--- config.mk ---
export PLATFORM = sky130hd
export DESIGN_NAME = fetch_stage_flat
export DESIGN_NICKNAME = d
export VERILOG_FILES = /design/src/rtl/mips_pkg.sv /design/src/rtl/fetch_stage_if.sv /design/src/rtl/if_id_reg.sv /design/src/rtl/fetch_stage.sv /design/src/flat_wrapper.sv
export SDC_FILE = /design/constraint.sdc
export NUM_CORES = 1
export LEC_CHECK = 0
export CAP_MARGIN = 20
export CORE_UTILIZATION = 40
export CTS_BUF_LIST = sky130_fd_sc_hd__clkbuf_16
export DETAILED_ROUTE_END_ITERATION = 12
export PLACE_DENSITY_LB_ADDON = 0.2
export SLEW_MARGIN = 20
export SYNTH_ARGS = -nofsm -noshare
export SYNTH_HDL_FRONTEND = slang
export SYNTH_SLANG_ARGS = --single-unit
--- constraint.sdc ---
create_clock -name clk -period 9.4 [get_ports clk]
set_input_delay 2.35 -clock clk [delete_from_list [all_inputs] [get_ports clk]]
set_output_delay 2.35 -clock clk [all_outputs]
set_load 0.05 [all_outputs]
--- src/rtl/mips_pkg.sv ---
// Shared MIPS pipeline types and constants: datapath widths, the NOP encoding,
// and the fetch-stage state encoding.
package mips_pkg;

  localparam int PC_WIDTH    = 32;
  localparam int INSTR_WIDTH = 32;

  typedef logic [PC_WIDTH-1:0]    pc_t;
  typedef logic [INSTR_WIDTH-1:0] instr_t;

  localparam instr_t NOP_INSTR = '0;

  typedef enum logic [1:0] {
    FS_REQ  = 2'd0,
    FS_KILL = 2'd1,
    FS_HOLD = 2'd2
  } fetch_state_e;

  // Wraps modulo 2^PC_WIDTH, so 0xFFFFFFFC advances to 0.
  function automatic pc_t pc_plus4(input pc_t p);
    return p + pc_t'(4);
  endfunction

endpackage

--- src/rtl/fetch_stage_if.sv ---
// Instruction-memory request/response bus between the fetch stage (master)
// and instruction memory (slave).
interface fetch_stage_if;
  import mips_pkg::*;

  logic   req;
  pc_t    addr;
  logic   valid;
  instr_t rdata;

  modport master (output req, output addr, input valid, input rdata);
  modport slave  (input req, input addr, output valid, output rdata);

endinterface

--- src/rtl/if_id_reg.sv ---
// IF/ID pipeline register: flush loads a bubble, write-enable low holds every
// field, otherwise it loads an instruction or a fetch-stall bubble.
module if_id_reg
  import mips_pkg::*;
(
  input  logic   clk,
  input  logic   rst,
  input  logic   flush,
  input  logic   write_en,
  input  logic   load,
  input  pc_t    pc4_d,
  input  instr_t instr_d,
  output pc_t    pc4,
  output instr_t instr,
  output logic   valid,
  output logic   fetch_stall
);

  // Flush beats the hazard-unit hold because a redirect kills the fetched slot.
  always_ff @(posedge clk or posedge rst) begin
    if (rst) begin
      pc4         <= '0;
      instr       <= NOP_INSTR;
      valid       <= 1'b0;
      fetch_stall <= 1'b0;
    end else if (flush) begin
      pc4         <= '0;
      instr       <= NOP_INSTR;
      valid       <= 1'b0;
      fetch_stall <= 1'b0;
    end else if (write_en) begin
      if (load) begin
        pc4         <= pc4_d;
        instr       <= instr_d;
        valid       <= 1'b1;
        fetch_stall <= 1'b0;
      end else begin
        pc4         <= '0;
        instr       <= NOP_INSTR;
        valid       <= 1'b0;
        fetch_stall <= 1'b1;
      end
    end
  end

endmodule

--- src/rtl/fetch_stage.sv ---
// MIPS instruction-fetch stage: owns the PC, drives instruction-memory requests,
// absorbs a response during a stall, and drains stale responses after a redirect.
module fetch_stage
  import mips_pkg::*;
#(
  parameter pc_t RESET_PC = '0
) (
  input  logic   clk,
  input  logic   rst,
  input  logic   PCWrite,
  input  logic   if_id_Write,
  input  logic   branch_taken,
  input  pc_t    branch_target,
  input  logic   jump,
  input  pc_t    jump_target,
  fetch_stage_if.master imem,
  output pc_t    if_id_pc4,
  output instr_t if_id_instr,
  output logic   if_id_valid,
  output logic   fetch_stall
);

  fetch_state_e state, state_next;
  pc_t          pc, pc_next;
  pc_t          req_addr, req_addr_next;
  instr_t       hold_instr, hold_next;

  logic   redirect;
  pc_t    target;
  logic   avail;
  instr_t fetched;

  // Branch resolves in EX and is older than a jump decoded in ID, so it wins.
  assign redirect = branch_taken | jump;
  assign target   = branch_taken ? branch_target : jump_target;

  assign avail   = ((state == FS_REQ) && imem.valid) || (state == FS_HOLD);
  assign fetched = (state == FS_HOLD) ? hold_instr : imem.rdata;

  assign imem.req  = (state == FS_REQ) || (state == FS_KILL);
  assign imem.addr = req_addr;

  always_ff @(posedge clk or posedge rst) begin
    if (rst) begin
      state      <= FS_REQ;
      pc         <= RESET_PC;
      req_addr   <= RESET_PC;
      hold_instr <= NOP_INSTR;
    end else begin
      state      <= state_next;
      pc         <= pc_next;
      req_addr   <= req_addr_next;
      hold_instr <= hold_next;
    end
  end

  always_comb begin
    state_next    = state;
    pc_next       = pc;
    req_addr_next = req_addr;
    hold_next     = hold_instr;
    unique case (state)
      FS_REQ: begin
        if (redirect) begin
          // The address must stay stable until memory answers, so a redirect
          // without a response parks in KILL and reissues afterwards.
          pc_next = target;
          if (imem.valid) begin
            req_addr_next = target;
          end else begin
            state_next = FS_KILL;
          end
        end else if (imem.valid) begin
          if (if_id_Write) begin
            if (PCWrite) begin
              pc_next       = pc_plus4(pc);
              req_addr_next = pc_plus4(pc);
            end
          end else begin
            hold_next  = imem.rdata;
            state_next = FS_HOLD;
          end
        end
      end
      FS_KILL: begin
        if (redirect) begin
          pc_next = target;
        end
        if (imem.valid) begin
          req_addr_next = redirect ? target : pc;
          state_next    = FS_REQ;
        end
      end
      FS_HOLD: begin
        if (redirect) begin
          pc_next       = target;
          req_addr_next = target;
          state_next    = FS_REQ;
        end else if (if_id_Write) begin
          state_next = FS_REQ;
          if (PCWrite) begin
            pc_next       = pc_plus4(pc);
            req_addr_next = pc_plus4(pc);
          end
        end
      end
      default: state_next = FS_REQ;
    endcase
  end

  if_id_reg u_if_id_reg (
    .clk         (clk),
    .rst         (rst),
    .flush       (redirect),
    .write_en    (if_id_Write),
    .load        (avail),
    .pc4_d       (pc_plus4(req_addr)),
    .instr_d     (fetched),
    .pc4         (if_id_pc4),
    .instr       (if_id_instr),
    .valid       (if_id_valid),
    .fetch_stall (fetch_stall)
  );

endmodule

--- src/flat_wrapper.sv ---
// flat-port wrapper written by rule: the top's interface ports become plain ports
module fetch_stage_flat import mips_pkg::*;
#(
  parameter pc_t RESET_PC = '0
)
  (clk, rst, PCWrite, if_id_Write, branch_taken, branch_target, jump, jump_target, if_id_pc4, if_id_instr, if_id_valid, fetch_stall, imem_req, imem_addr, imem_valid, imem_rdata);
  fetch_stage_if imem_i ();
  input  logic clk;
  input  logic rst;
  input  logic PCWrite;
  input  logic if_id_Write;
  input  logic branch_taken;
  input  pc_t branch_target;
  input  logic jump;
  input  pc_t jump_target;
  output pc_t if_id_pc4;
  output instr_t if_id_instr;
  output logic if_id_valid;
  output logic fetch_stall;
  output wire logic [$bits(imem_i.req)-1:0] imem_req;
  output wire logic [$bits(imem_i.addr)-1:0] imem_addr;
  input wire logic [$bits(imem_i.valid)-1:0] imem_valid;
  input wire logic [$bits(imem_i.rdata)-1:0] imem_rdata;
  assign imem_req = imem_i.req;
  assign imem_addr = imem_i.addr;
  assign imem_i.valid = imem_valid;
  assign imem_i.rdata = imem_rdata;
  fetch_stage #(.RESET_PC(RESET_PC)) u_core (.clk(clk), .rst(rst), .PCWrite(PCWrite), .if_id_Write(if_id_Write), .branch_taken(branch_taken), .branch_target(branch_target), .jump(jump), .jump_target(jump_target), .imem(imem_i), .if_id_pc4(if_id_pc4), .if_id_instr(if_id_instr), .if_id_valid(if_id_valid), .fetch_stall(fetch_stall));
endmodule
### Word level (Yosys, flattened, before mapping)

Index checks and enable logic that the tools add are counted.

| word-level totals | value |
|---|---|
| bits in registers | 164 |
| latch bits | 0 |
| memories | 0 |
| bits in writable memories | 0 |
| input port bits | 103 |
| ROM bits | 0 |

| operators by class | value |
|---|---|
| $add $sub $neg | 2 |
| muxes and demuxes | 37 |
| reductions and logical operators | 10 |
| divide/modulo/power cells | 0 |
| bitwise operators | 3 |
| shifts and indexed selects | 0 |
| $lt $le $gt $ge | 0 |
| eq/ne operators | 8 |
| multiply operators | 0 |

Operators by type and width:

| kind | number |
|---|---|
| 2-to-1 mux 32 bit | 21 |
| one-hot mux 32 bit (3 select lines) | 2 |
| adder 32 x 3 -> 32 bit, second input constant | 2 |
| 2-to-1 mux 2 bit | 7 |
| != test 3 x 2 -> 1 bit, second input constant | 3 |
| 2-to-1 mux 1 bit | 6 |
| one-hot mux 2 bit (3 select lines) | 1 |
| AND reduction 5 bit | 1 |
| != test 2 bit, second input constant | 2 |
| AND reduction 4 bit | 1 |
| != test 3 bit, second input constant | 1 |
| AND reduction 3 bit | 1 |
| nonzero test 3 bit | 1 |
| == test 2 x 1 -> 1 bit, second input constant | 1 |
| == test 2 bit, second input constant | 1 |
| logical NOT 2 bit | 1 |
| logical OR 1 bit | 2 |
| NOT 1 bit | 2 |
| AND reduction 2 bit | 1 |
| nonzero test 2 bit | 1 |
| logical AND 1 bit | 1 |
| OR 1 bit | 1 |

### Longest topological paths before layout

Gate-level depths: netlist (run 1).

| logic depth | value |
|---|---|
| depth in word-level cells | 6 |
| gate-level depth with buffers | 8 |

### Cells and area by module

A second synthesis (run 1) with hierarchy kept.

| unflattened totals | value |
|---|---|
| cell total of the unflattened synthesis | 841 |
| area total of the unflattened synthesis | 8518.2 sq um |

Modules (own cells, without submodules):

| module | times used | cells an instance | seq. area each (sq um) | area each (sq um) |
|---|---|---|---|---|
| fetch_stage | 1 | 610 | 2452.4 | 5750.5 |
| if_id_reg | 1 | 231 | 1651.6 | 2767.7 |

### Worst setup path before layout (run 1)

Ideal clock, no wire load.

| timing | value |
|---|---|
| path kind | input-to-reg |
| from | in jump |
| to | reg u_core.pc[25] |
| stages | 8 |
| buffers on the path | 3 |
| data required time | 9.275 ns |
| path slack | 5.390 ns |
| arrival | 3.885 ns |
| setup time | 0.125 ns |
| cell sequence | clkbuf_1 nor3_1 a22o_1 clkbuf_1 clkbuf_1 nor2_1 a21oi_1 nand3_1 |

| between the ends | value |
|---|---|
| word-level cells in the longest chain between the ends | 3 |
| elaborated cells on any way between the ends | 7 |
| classes of those cells | eq/ne: 1; mux: 4; bitwise: 1; reduce/logical: 1 |

RTL lines:

| item | RTL line | RTL |
|---|---|---|
| start, declared | flat_wrapper.sv:14 | `input logic jump;` |
| OR 1 bit * | fetch_stage.sv:34 | `assign redirect = branch_taken \| jump;` |
| 2-to-1 mux 32 bit (tied with other cells) | fetch_stage.sv:95 | `if (redirect) begin` |
| one-hot mux 32 bit (3 select lines) / AND reduction 2 bit (equally long branches) | -- |  |
| end signal, assigned | fetch_stage.sv:51 | `pc <= pc_next;` |
| end, declared | fetch_stage.sv:24 | `pc_t pc, pc_next;` |

Mark *: on every way between the ends. The rest lies on a longest branch, timed or not.
A chain may end at the register's enable or synchronous reset.

### Worst setup path in the final report (run 1)

| timing | value |
|---|---|
| from | in jump |
| to | reg u_core.hold_instr[1] |

| between the ends | value |
|---|---|
| word-level cells in the longest chain between the ends | 3 |

RTL lines:

| item | RTL line | RTL |
|---|---|---|
| OR 1 bit | fetch_stage.sv:34 |  |
| NOT 1 bit (no source line) | -- |  |
| AND reduction 4 bit (no source line) | -- |  |
| end signal, assigned | fetch_stage.sv:53 | `hold_instr <= hold_next;` |
| end, declared | fetch_stage.sv:26 | `instr_t hold_instr, hold_next;` |

Every way passes these cells.

==> results of run 1 <==
## cells in the mapped netlist, types with 12 or more instances
master | count | area share (%)
mux2_2 | 36 | 4.9
o21ai_0 | 101 | 6.1
and3_1 | 12 | 0.91
a22oi_1 | 17 | 1.5
a21oi_1 | 19 | 1.2
nor2_1 | 46 | 2.1
nand2_1 | 109 | 5.0
mux2i_1 | 37 | 4.5
clkbuf_1 | 48 | 2.2
inv_1 | 14 | 0.64
a31oi_1 | 19 | 1.4
xor2_1 | 19 | 2.0
xnor2_1 | 20 | 2.1
dfrtp_1 | 164 | 50
nand4_1 | 22 | 1.7
nand3_1 | 35 | 2.1
## state kept, by name (all words and copies together), names as in the netlist
register,cells
u_core.u_if_id_reg.pc4,32
u_core.u_if_id_reg.instr,32
u_core.u_if_id_reg.fetch_stall,1
u_core.imem.addr,32
u_core.u_if_id_reg.valid,1
u_core.state,2
u_core.pc,32
u_core.hold_instr,32
## worst max-delay path, stage by stage
cell	delay (ps)
clkdlybuf4s50_1	770
or2_2	660
nor2_4	130
buf_4	570
nand3_2	880
mux2_2	570
## per-layer routing
layer	part of all wire, %	up-vias	routed length, um	global-route usage [%]
met2	46	210	10670	34.66
li1	-	3422	-	-
met5	0	-	0	0
met3	5.0	35	1152	4.765
met1	46	3412	10690	31.34
met4	2.2	0	506	7.474
## power groups by stage
stage                     clock network [mW]  logic, mW  registers, mW
final                                  0.693      0.425          0.885
after global routing                   0.733      0.459          0.898
after CTS                              0.704      0.429          0.883
after detailed placement                   0      0.428          0.896
after global placement                     0      0.420          0.894
after floorplan                            0      0.179          0.962
## how the worst max path moves through the flow
stage / startpoint / to / slack (ps) / cells after the start
2_1_floorplan: rst / u_core.hold_instr[0]$_DFFE_PP0P_ / 2620 / 1
6_report: jump / u_core.hold_instr[1]$_DFFE_PP0P_ / 3750 / 6
3_5_place_dp: jump / u_core.hold_instr[2]$_DFFE_PP0P_ / 3270 / 6
3_3_place_gp: jump / u_core.hold_instr[1]$_DFFE_PP0P_ / 3320 / 6
4_1_cts: jump / u_core.hold_instr[1]$_DFFE_PP0P_ / 3710 / 6
5_1_grt: jump / u_core.hold_instr[1]$_DFFE_PP0P_ / 3510 / 6
## layout make-up
| class | count | area share (%) |
|---|---|---|
| inverter | 14 | 0.5419 |
| timing repair buffer | 210 | 18.76 |
| clock buffer | 17 | 3.839 |
| multi-input combinational | 614 | 35.29 |
| tap | 270 | 3.048 |
| clock inverter | 15 | 1.479 |
| sequential | 164 | 37.03 |
## metrics by stage
step	hold slack, ps	area [um^2]	utilization [%]	instances
global route	507.3	11080	54.77	1304
floorplan	478.7	8253	-	850
detailed placement	468.8	10480	51.81	1272
finish	478.1	11080	54.77	1304
CTS	484.8	11070	54.72	1304
global placement	461.8	10480	51.81	1272
## cell families after synthesis
logic type	Yosys count
muxes	73
and+or+nand+nor	290
xor gates and xnor gates	39
AOI/OAI and AO/OA	210
buffers and inverters	72
DFF	164
adders and majority gates	2
==> summary.txt, run 1 <==
Status: completed
Pin count of the biggest net entering global routing: 113
Final WS setup: 3748 ps
Sequential share of the synthesized area: 49.73%
Max IR drop VDD: 0.1259 mV
RSZ-0062 raised after global routing: false
Hold Vio Cnt, Final: 0
Global-route wire length before repair: 37.34 mm
Number of enable flip-flop cells after synthesis: 0
Die width: 145.6 um
R2R depth: 5
Yosys warns: 0
Vias per inst: 5.429
Clock Pin Slew Worst Setup and Hold Paths: 80 ps
Net Sw Frac: 33.76%
Compound-Gate Fraction of Synth Area: 15.66%
Port bufs: 201
P_sw: 0.6765 mW
CTS Root Cell: clkbuf_16
Wirelength per Cell: 17.65 um
IO Count: 202
Hold Crit Start: u_core.u_if_id_reg.instr[8]$_DFFE_PP0P_
Core area: 20230 um^2
Post-synthesis mux area share: 9.400%
Ant. Diodes: 0
Cell Pwr Density: 180.8 nW/um^2
Pre-CTS worst setup slack: 3269 ps
Static leakage: 4.663 nW
Synth Area in Simple Gates: 17.33%
Clk pwr share: 34.6%
Worst Hold Path EP: u_core.u_if_id_reg.instr[8]$_DFFE_PP0P_
Fraction of layout cells with a size suffix above 1: 8.994%
Area of the multi-input gates: 3911 um^2
Cell Rows: 52
Hold_buf cts: 0
Die Y: 145.6 um
Max frequency: 176.9 MHz
Setup_tns: 0 ps
CTS tree: done
Worst Setup Start Kind: primary input
Final net count: 1126
DP HPWL: 16.09 mm
Slew Limit Fails: 0
Final Skew: 10.67 ps
Period minus WS final: 5652 ps
GRT Overall Usage: 22.42%
Arr. time, crit path: 5970 ps
Final Setup Violations: 0
Mapped Cells: 850
Clk buf depth: 2
Crit Reg-Reg Startpoint: u_core.state[1]$_DFFE_PP0P_
Worst Hold Depth: 2
P_int: 1.327 mW
Most frequent cells in the layout: 201 x clkdlybuf4s50_1, 164 x dfrtp_1, 109 x nand2_1, 101 x o21ai_0, 44 x nor2_1
Vias: 7079
Predominant post-synthesis flop cell: dfrtp_1
CTS sink cnt: 164
Dominant combinational cell family by area after synthesis: simple AND/OR/NAND/NOR gates
HP Class: flop to flop
Via count of the first global-routing pass: 6798
Kind of critical path: primary input to flop
Combinational power share: 21.2%
Commonest non-fill, non-tap cell in the layout: clkdlybuf4s50_1
Area grow syn2layout: 34.28%
Antenna violations before repair: 0
Sequential power share: 44.2%
Post-Syn Area per Cell: 9.709 um^2
Post-CTS Setup Repair Bufs: 0
H-tree lvl count: 4
Worst-margin pin slew: 899.0 ps
Cell variety after synth: 59
CTS buffer count: 17
Slew HR: 39.61%
Mapped Area: 8253 um^2
Clk_lat worst skew: 440 ps
Routed wire length: 23.02 mm
Drt drc: 0
FF-to-FF setup slack: 6190 ps
Endpoint kind of the worst setup timing path: flop
Post-Synth XOR/XNOR Area: 4.139%
Reg area: 4104 um^2
Post-CTS sizing: 0
Syn_nets: 955
DIE AREA: 21210 um^2
Final period utilization: 60.13%
DRT iter0 DRCs: 462
# fillers: 1833
Starting density of the core: 40.79%
Antenna Violating Nets Remaining: 0
Max cap viols: 0
Ys async rst share: 100.0%
First-pass detailed-route iteration total: 5
Gpl congestion: 0.8352
CP max FO: 66
Crit path required time: 9720 ps
Worst reg2reg endpoint: u_core.imem.addr[25]$_DFFE_PP0P_
Seq cells post-synth: 164
Total congestion overflow: 0
Post-Synth Adder-Cell Area: 0.3032%
Pwr Total: 2.004 mW
Note: power is estimated with default switching activity, not from simulation.
==> run 2: changes to the inputs <==
==> constraint.sdc (replaced) <==
create_clock -name clk -period 4.8 [get_ports clk]
set_input_delay 1.2 -clock clk [delete_from_list [all_inputs] [get_ports clk]]
set_output_delay 1.2 -clock clk [all_outputs]
set_load 0.05 [all_outputs]
==> run 2 against run 1 <==
Global-route usage increased by 0.59 points. Largest cell class unchanged. Worst hold slack about the same. Sequential share of layout area decreased by 0.59 points. Non-clock buffer count increased by 7. Die area unchanged. Combinational power increased by 97%. Largest power group unchanged.
==> summary.txt, run 2 (synthesized netlist as in run 1, its figures left out) <==
Status: completed
HP Class: flop to flop
RSZ-0062 raised after global routing: false
Hold_buf cts: 0 (unchanged)
Period minus WS final: 3223 ps
Reg area: 4104 um^2 (unchanged)
Setup_tns: 0 ps (unchanged)
Port bufs: 201 (unchanged)
Core area: 20230 um^2 (unchanged)
Area grow syn2layout: 36.46%
FF-to-FF setup slack: 1580 ps (-4610 ps)
Pre-CTS worst setup slack: 1357 ps (-1912 ps)
Arr. time, crit path: 3590 ps (-2380 ps)
Global-route wire length before repair: 38.08 mm (+2.0%)
Clk_lat worst skew: 440 ps (about the same)
Wirelength per Cell: 18.00 um (+2.0%)
IO Count: 202 (unchanged)
H-tree lvl count: 4 (unchanged)
CTS Root Cell: clkbuf_16
Antenna violations before repair: 0 (unchanged)
Total congestion overflow: 0 (unchanged)
Pwr Total: 4.250 mW (+110%)
Worst-margin pin slew: 873.6 ps (-25.36 ps)
CTS sink cnt: 164 (unchanged)
Slew Limit Fails: 0 (unchanged)
Static leakage: 4.754 nW (+2.0%)
Hold Crit Start: u_core.u_if_id_reg.instr[9]$_DFFE_PP0P_
Max frequency: 310.2 MHz
R2R depth: 5 (unchanged)
Max IR drop VDD: 0.2397 mV (+90%)
Final net count: 1133 (+0.62%)
Cell Rows: 52 (unchanged)
First-pass detailed-route iteration total: 6 (+1)
CTS buffer count: 17 (unchanged)
Clk buf depth: 2 (unchanged)
Clk pwr share: 39.3% (+4.7 points)
Net Sw Frac: 30.49% (-3.3 points)
Via count of the first global-routing pass: 6867 (+1.0%)
P_int: 2.954 mW (+120%)
Fraction of layout cells with a size suffix above 1: 9.414% (+0.42 points)
# fillers: 1828 (-0.27%)
Routed wire length: 23.60 mm (+2.5%)
DIE AREA: 21210 um^2 (unchanged)
Starting density of the core: 40.79% (unchanged)
Die width: 145.6 um (unchanged)
Die Y: 145.6 um (unchanged)
Antenna Violating Nets Remaining: 0 (unchanged)
Worst Setup Start Kind: flop
Gpl congestion: 0.8350 (about the same)
Drt drc: 0 (unchanged)
Hold Vio Cnt, Final: 0 (unchanged)
Endpoint kind of the worst setup timing path: flop
Final Setup Violations: 0 (unchanged)
Max cap viols: 0 (unchanged)
Vias per inst: 5.516 (+1.6%)
Ant. Diodes: 0 (unchanged)
Final period utilization: 67.15%
Crit path required time: 5170 ps (-4550 ps)
Worst reg2reg endpoint: u_core.imem.addr[25]$_DFFE_PP0P_
Post-CTS Setup Repair Bufs: 0 (unchanged)
Post-CTS sizing: 0 (unchanged)
Kind of critical path: flop to flop
Slew HR: 41.59% (+2.0 points)
Most frequent cells in the layout: 201 x clkdlybuf4s50_1, 164 x dfrtp_1, 109 x nand2_1, 101 x o21ai_0, 44 x nor2_1
Final Skew: 7.671 ps (-3.003 ps)
GRT Overall Usage: 23.02% (+0.59 points)
Vias: 7232 (+2.2%)
DRT iter0 DRCs: 589 (+27%)
Sequential power share: 40.9% (-3.3 points)
Clock Pin Slew Worst Setup and Hold Paths: 70 ps (about the same)
Pin count of the biggest net entering global routing: 73 (-35%)
Commonest non-fill, non-tap cell in the layout: clkdlybuf4s50_1
Worst Hold Path EP: u_core.u_if_id_reg.instr[9]$_DFFE_PP0P_
CTS tree: done
Cell Pwr Density: 377.4 nW/um^2 (+110%)
Final WS setup: 1577 ps (-2171 ps)
Combinational power share: 19.7% (-1.5 points)
Core Util, Final: 55.66% (+0.89 points)
Area of the multi-input gates: 3900 um^2 (-0.29%)
P_sw: 1.296 mW (+92%)
Worst Hold Depth: 2 (unchanged)
CP max FO: 16 (-76%)
Crit Reg-Reg Startpoint: u_core.state[1]$_DFFE_PP0P_
DP HPWL: 16.50 mm (+2.6%)
-- run 2: worst max-delay path, cell delays in order, from the launching register on --
cell	delay (ps)
dfrtp_1	690
nand2b_1	580
nand3_1	590
or4_4	720
or4_1	470
nand3_1	100
-- run 2: worst max path at each step --
| stage | start | end | slack (ps) | cells after the start |
|---|---|---|---|---|
| final | u_core.state[1]$_DFFE_PP0P_ | u_core.imem.addr[25]$_DFFE_PP0P_ | 1580 | 5 |
| after floorplan | rst | u_core.hold_instr[0]$_DFFE_PP0P_ | 1520 | 1 |
| after CTS | u_core.state[1]$_DFFE_PP0P_ | imem_req | 1630 | 2 |
| after global routing | u_core.state[1]$_DFFE_PP0P_ | u_core.imem.addr[25]$_DFFE_PP0P_ | 1420 | 5 |
| after global placement | jump | u_core.pc[30]$_DFFE_PP0P_ | 1360 | 8 |
| after detailed placement | branch_taken | u_core.pc[0]$_DFFE_PP0P_ | 1360 | 8 |
-- run 2: power groups by stage --
stage               Combinational, mW  Sequential [mW]  Clock (mW)
detailed placement              0.843             1.76           0
global placement                0.832             1.75           0
finish                          0.839             1.74        1.67
global route                    0.906             1.76        1.75
floorplan                       0.352             1.88           0
CTS                             0.846             1.73        1.69
-- run 2: layout make-up --
cell class              count  area share (%)
clock buffers              17           3.777
clock inverters            15           2.611
inverters                  14          0.4999
multi-input cells         614           34.63
flip-flops and latches    164           36.44
well taps                 270           3.000
repair buffers            217           19.04
-- run 2: through the flow --
step / hold slack [ps] / cells / instance area (um^2)
floorplan: 478.7 / 850 / 8257
CTS: 485.1 / 1311 / 11260
global route: 496.4 / 1311 / 11260
finish: 478.4 / 1311 / 11260
detailed placement: 469.2 / 1279 / 10540
global placement: 461.5 / 1279 / 10540
-- run 2: routing by layer --
metal | GRT usage (%) | vias up | wire length (um)
met3 | 4.295 | 28 | 1242
met5 | 0 | - | 0
met2 | 36.15 | 238 | 11100
met1 | 32.37 | 3522 | 10900
li1 | - | 3444 | -
met4 | 6.895 | 0 | 367
==> run 3: changes to the inputs <==
==> constraint.sdc (replaced) <==
create_clock -name clk -period 3.1 [get_ports clk]
set_input_delay 0.775 -clock clk [delete_from_list [all_inputs] [get_ports clk]]
set_output_delay 0.775 -clock clk [all_outputs]
set_load 0.05 [all_outputs]
==> run 3 against run 2 <==
Clock power increased by 34%. Non-clock buffer count increased by 14. Design area increased by 0.49%. Core utilization rose by 0.27 points. First-iteration DRC count shrank 30%. Sequential cell count unchanged. Critical path depth shrank 3. Global-route usage rose by 0.20 points. Largest cell class unchanged. Highest routed layer unchanged.
==> summary.txt, run 3 (synthesized netlist as in run 1, its figures left out) <==
Status: completed
Clock Pin Slew Worst Setup and Hold Paths: 70 ps (about the same)
Antenna Violating Nets Remaining: 0 (unchanged)
Global-route wire length before repair: 38.66 mm (+1.5%)
Cell Rows: 52 (unchanged)
Finished Layout Cells: 1325 (+1.1%)
Worst Setup Start Kind: flop
Antenna violations before repair: 0 (unchanged)
Hold_ws: 476.8 ps (-1.523 ps)
Final Skew: 8.610 ps (+0.9386 ps)
Final period utilization: 87.67%
Routed met2 length: 11.12 mm (+0.18%)
Setup_tns: 0 ps (unchanged)
Ant. Diodes: 0 (unchanged)
Max incr delay on CP: 820 ps (+100 ps)
Vias per inst: 5.437 (-1.4%)
DR WL met3: 1.175 mm (-5.4%)
IO Count: 202 (unchanged)
Post-CTS Setup Repair Bufs: 0 (unchanged)
Commonest non-fill, non-tap cell in the layout: clkdlybuf4s50_1
Cell Pwr Density: 552.8 nW/um^2 (+46%)
Endpoint kind of the worst setup timing path: output port
Clk buf depth: 2 (unchanged)
GRT Overall Usage: 23.21% (+0.20 points)
Clk pwr share: 35.9% (-3.4 points)
Post-CTS sizing: 0 (unchanged)
Period minus WS final: 2718 ps
Final Setup Violations: 0 (unchanged)
Vias: 7204 (-0.39%)
Combinational power share: 21.3% (+1.6 points)
Die Y: 145.6 um (unchanged)
CTS sink cnt: 164 (unchanged)
CTS tree: done
Drt drc: 0 (unchanged)
Max frequency: 368.0 MHz
Hold Vio Cnt, Final: 0 (unchanged)
Worst path cell trace: inv_1, clkdlybuf4s50_1
Placed insts: 1293 (+1.1%)
HP Class: flop to flop
Sequential power share: 42.8% (+1.9 points)
P_int: 4.262 mW (+44%)
Final net count: 1147 (+1.2%)
Total congestion overflow: 0 (unchanged)
Hold_buf cts: 0 (unchanged)
Via count of the first global-routing pass: 7013 (+2.1%)
H-tree lvl count: 4 (unchanged)
Slew HR: 57.83% (+16 points)
Max cap viols: 0 (unchanged)
Static leakage: 4.785 nW (+0.64%)
Port bufs: 201 (unchanged)
DIE AREA: 21210 um^2 (unchanged)
Crit path required time: 2320 ps (-2850 ps)
Pin count of the biggest net entering global routing: 66 (-9.6%)
Slew Limit Fails: 0 (unchanged)
Gpl congestion: 0.8628 (+3.3%)
Net Sw Frac: 31.87% (+1.4 points)
Routed wire length: 23.73 mm (+0.54%)
DP HPWL: 17.21 mm (+4.3%)
Core area: 20230 um^2 (unchanged)
Clk_lat worst skew: 430 ps (about the same)
Die width: 145.6 um (unchanged)
Max IR drop VDD: 0.3838 mV (+60%)
Met1 Wirelength: 11.13 mm (+2.2%)
Crit path max-delay cell type: clkdlybuf4s50_1
Most frequent cells in the layout: 201 x clkdlybuf4s50_1, 164 x dfrtp_1, 109 x nand2_1, 101 x o21ai_0, 44 x nor2_1
CTS Root Cell: clkbuf_16
DRT iter0 DRCs: 412 (-30%)
First-pass detailed-route iteration total: 4 (-2)
Wirelength per Cell: 17.91 um (-0.52%)
Fraction of layout cells with a size suffix above 1: 10.62% (+1.2 points)
Max Used Layer: met4
Kind of critical path: flop to output port
Arr. time, crit path: 1940 ps (-1650 ps)
P_sw: 1.993 mW (+54%)
Worst-margin pin slew: 626.7 ps (-246.9 ps)
CP max FO: 16 (unchanged)
Core Util, Final: 55.93% (+0.27 points)
RSZ-0062 raised after global routing: false
Area grow syn2layout: 37.13%
CTS buffer count: 17 (unchanged)
Starting density of the core: 40.79% (unchanged)
-- run 3: cell types whose count changed in the layout (fill, tap and decap cells not counted), sizes merged --
cell	before	now
bufinv	7	3
clkinv	1	2
buf	16	30
clkinvlp	2	5
-- run 3: power by group through the flow --
| stage | sequential (mW) | clock (mW) | combinational [mW] |
|---|---|---|---|
| floorplan | 2.92 | 0 | 0.544 |
| global placement | 2.71 | 0 | 1.32 |
| detailed placement | 2.71 | 0 | 1.34 |
| CTS | 2.67 | 2.28 | 1.34 |
| global route | 2.72 | 2.37 | 1.44 |
| finish | 2.68 | 2.24 | 1.33 |
-- run 3: worst max-delay path, delay by kind of cell (launching register included) --
family / cells / cell delay, ps
buffers and inverters: 2 / 940
DFF: 1 / 580
-- run 3: layout make-up --
type	count	area, um^2
Inverter	14	56.30
Multi-Input combinational cell	614	3900
Clock inverter	15	193.9
Clock buffer	17	425.4
Tap cell	270	337.8
Fill cell	1784	8917
Timing Repair Buffer	231	2300
Sequential cell	164	4104
-- run 3: routing by layer --
layer,GRT usage [%],vias to the layer above
li1,-,3475
met4,6.053,0
met5,0,-
met1,33.10,3494
met2,36.63,212
met3,3.918,23
-- run 3: through the flow --
stage,instance area (um^2),total power [mW],worst slack [ps]
finish,11320,6.256,382.3
global route,11320,6.521,301.1
global placement,10700,4.025,291.4
floorplan,8257,3.462,240.2
detailed placement,10700,4.050,256.5
CTS,11320,6.296,357.0
-- run 3: worst paths after layout --
path	startpoint	slack, ps	end	depth (start not counted)
max reg2reg	u_core.state[1]$_DFFE_PP0P_	690	u_core.pc[27]$_DFFE_PP0P_	5
min in group asynchronous	rst	730	u_core.u_if_id_reg.valid$_DFFE_PP0P_	2
max in group asynchronous	rst	1680	u_core.imem.addr[31]$_DFFE_PP0P_	3
min reg2reg	u_core.u_if_id_reg.instr[9]$_DFFE_PP0P_	480	u_core.u_if_id_reg.instr[9]$_DFFE_PP0P_	2
max	u_core.state[1]$_DFFE_PP0P_	380	imem_req	2
min	u_core.u_if_id_reg.instr[9]$_DFFE_PP0P_	480	u_core.u_if_id_reg.instr[9]$_DFFE_PP0P_	2
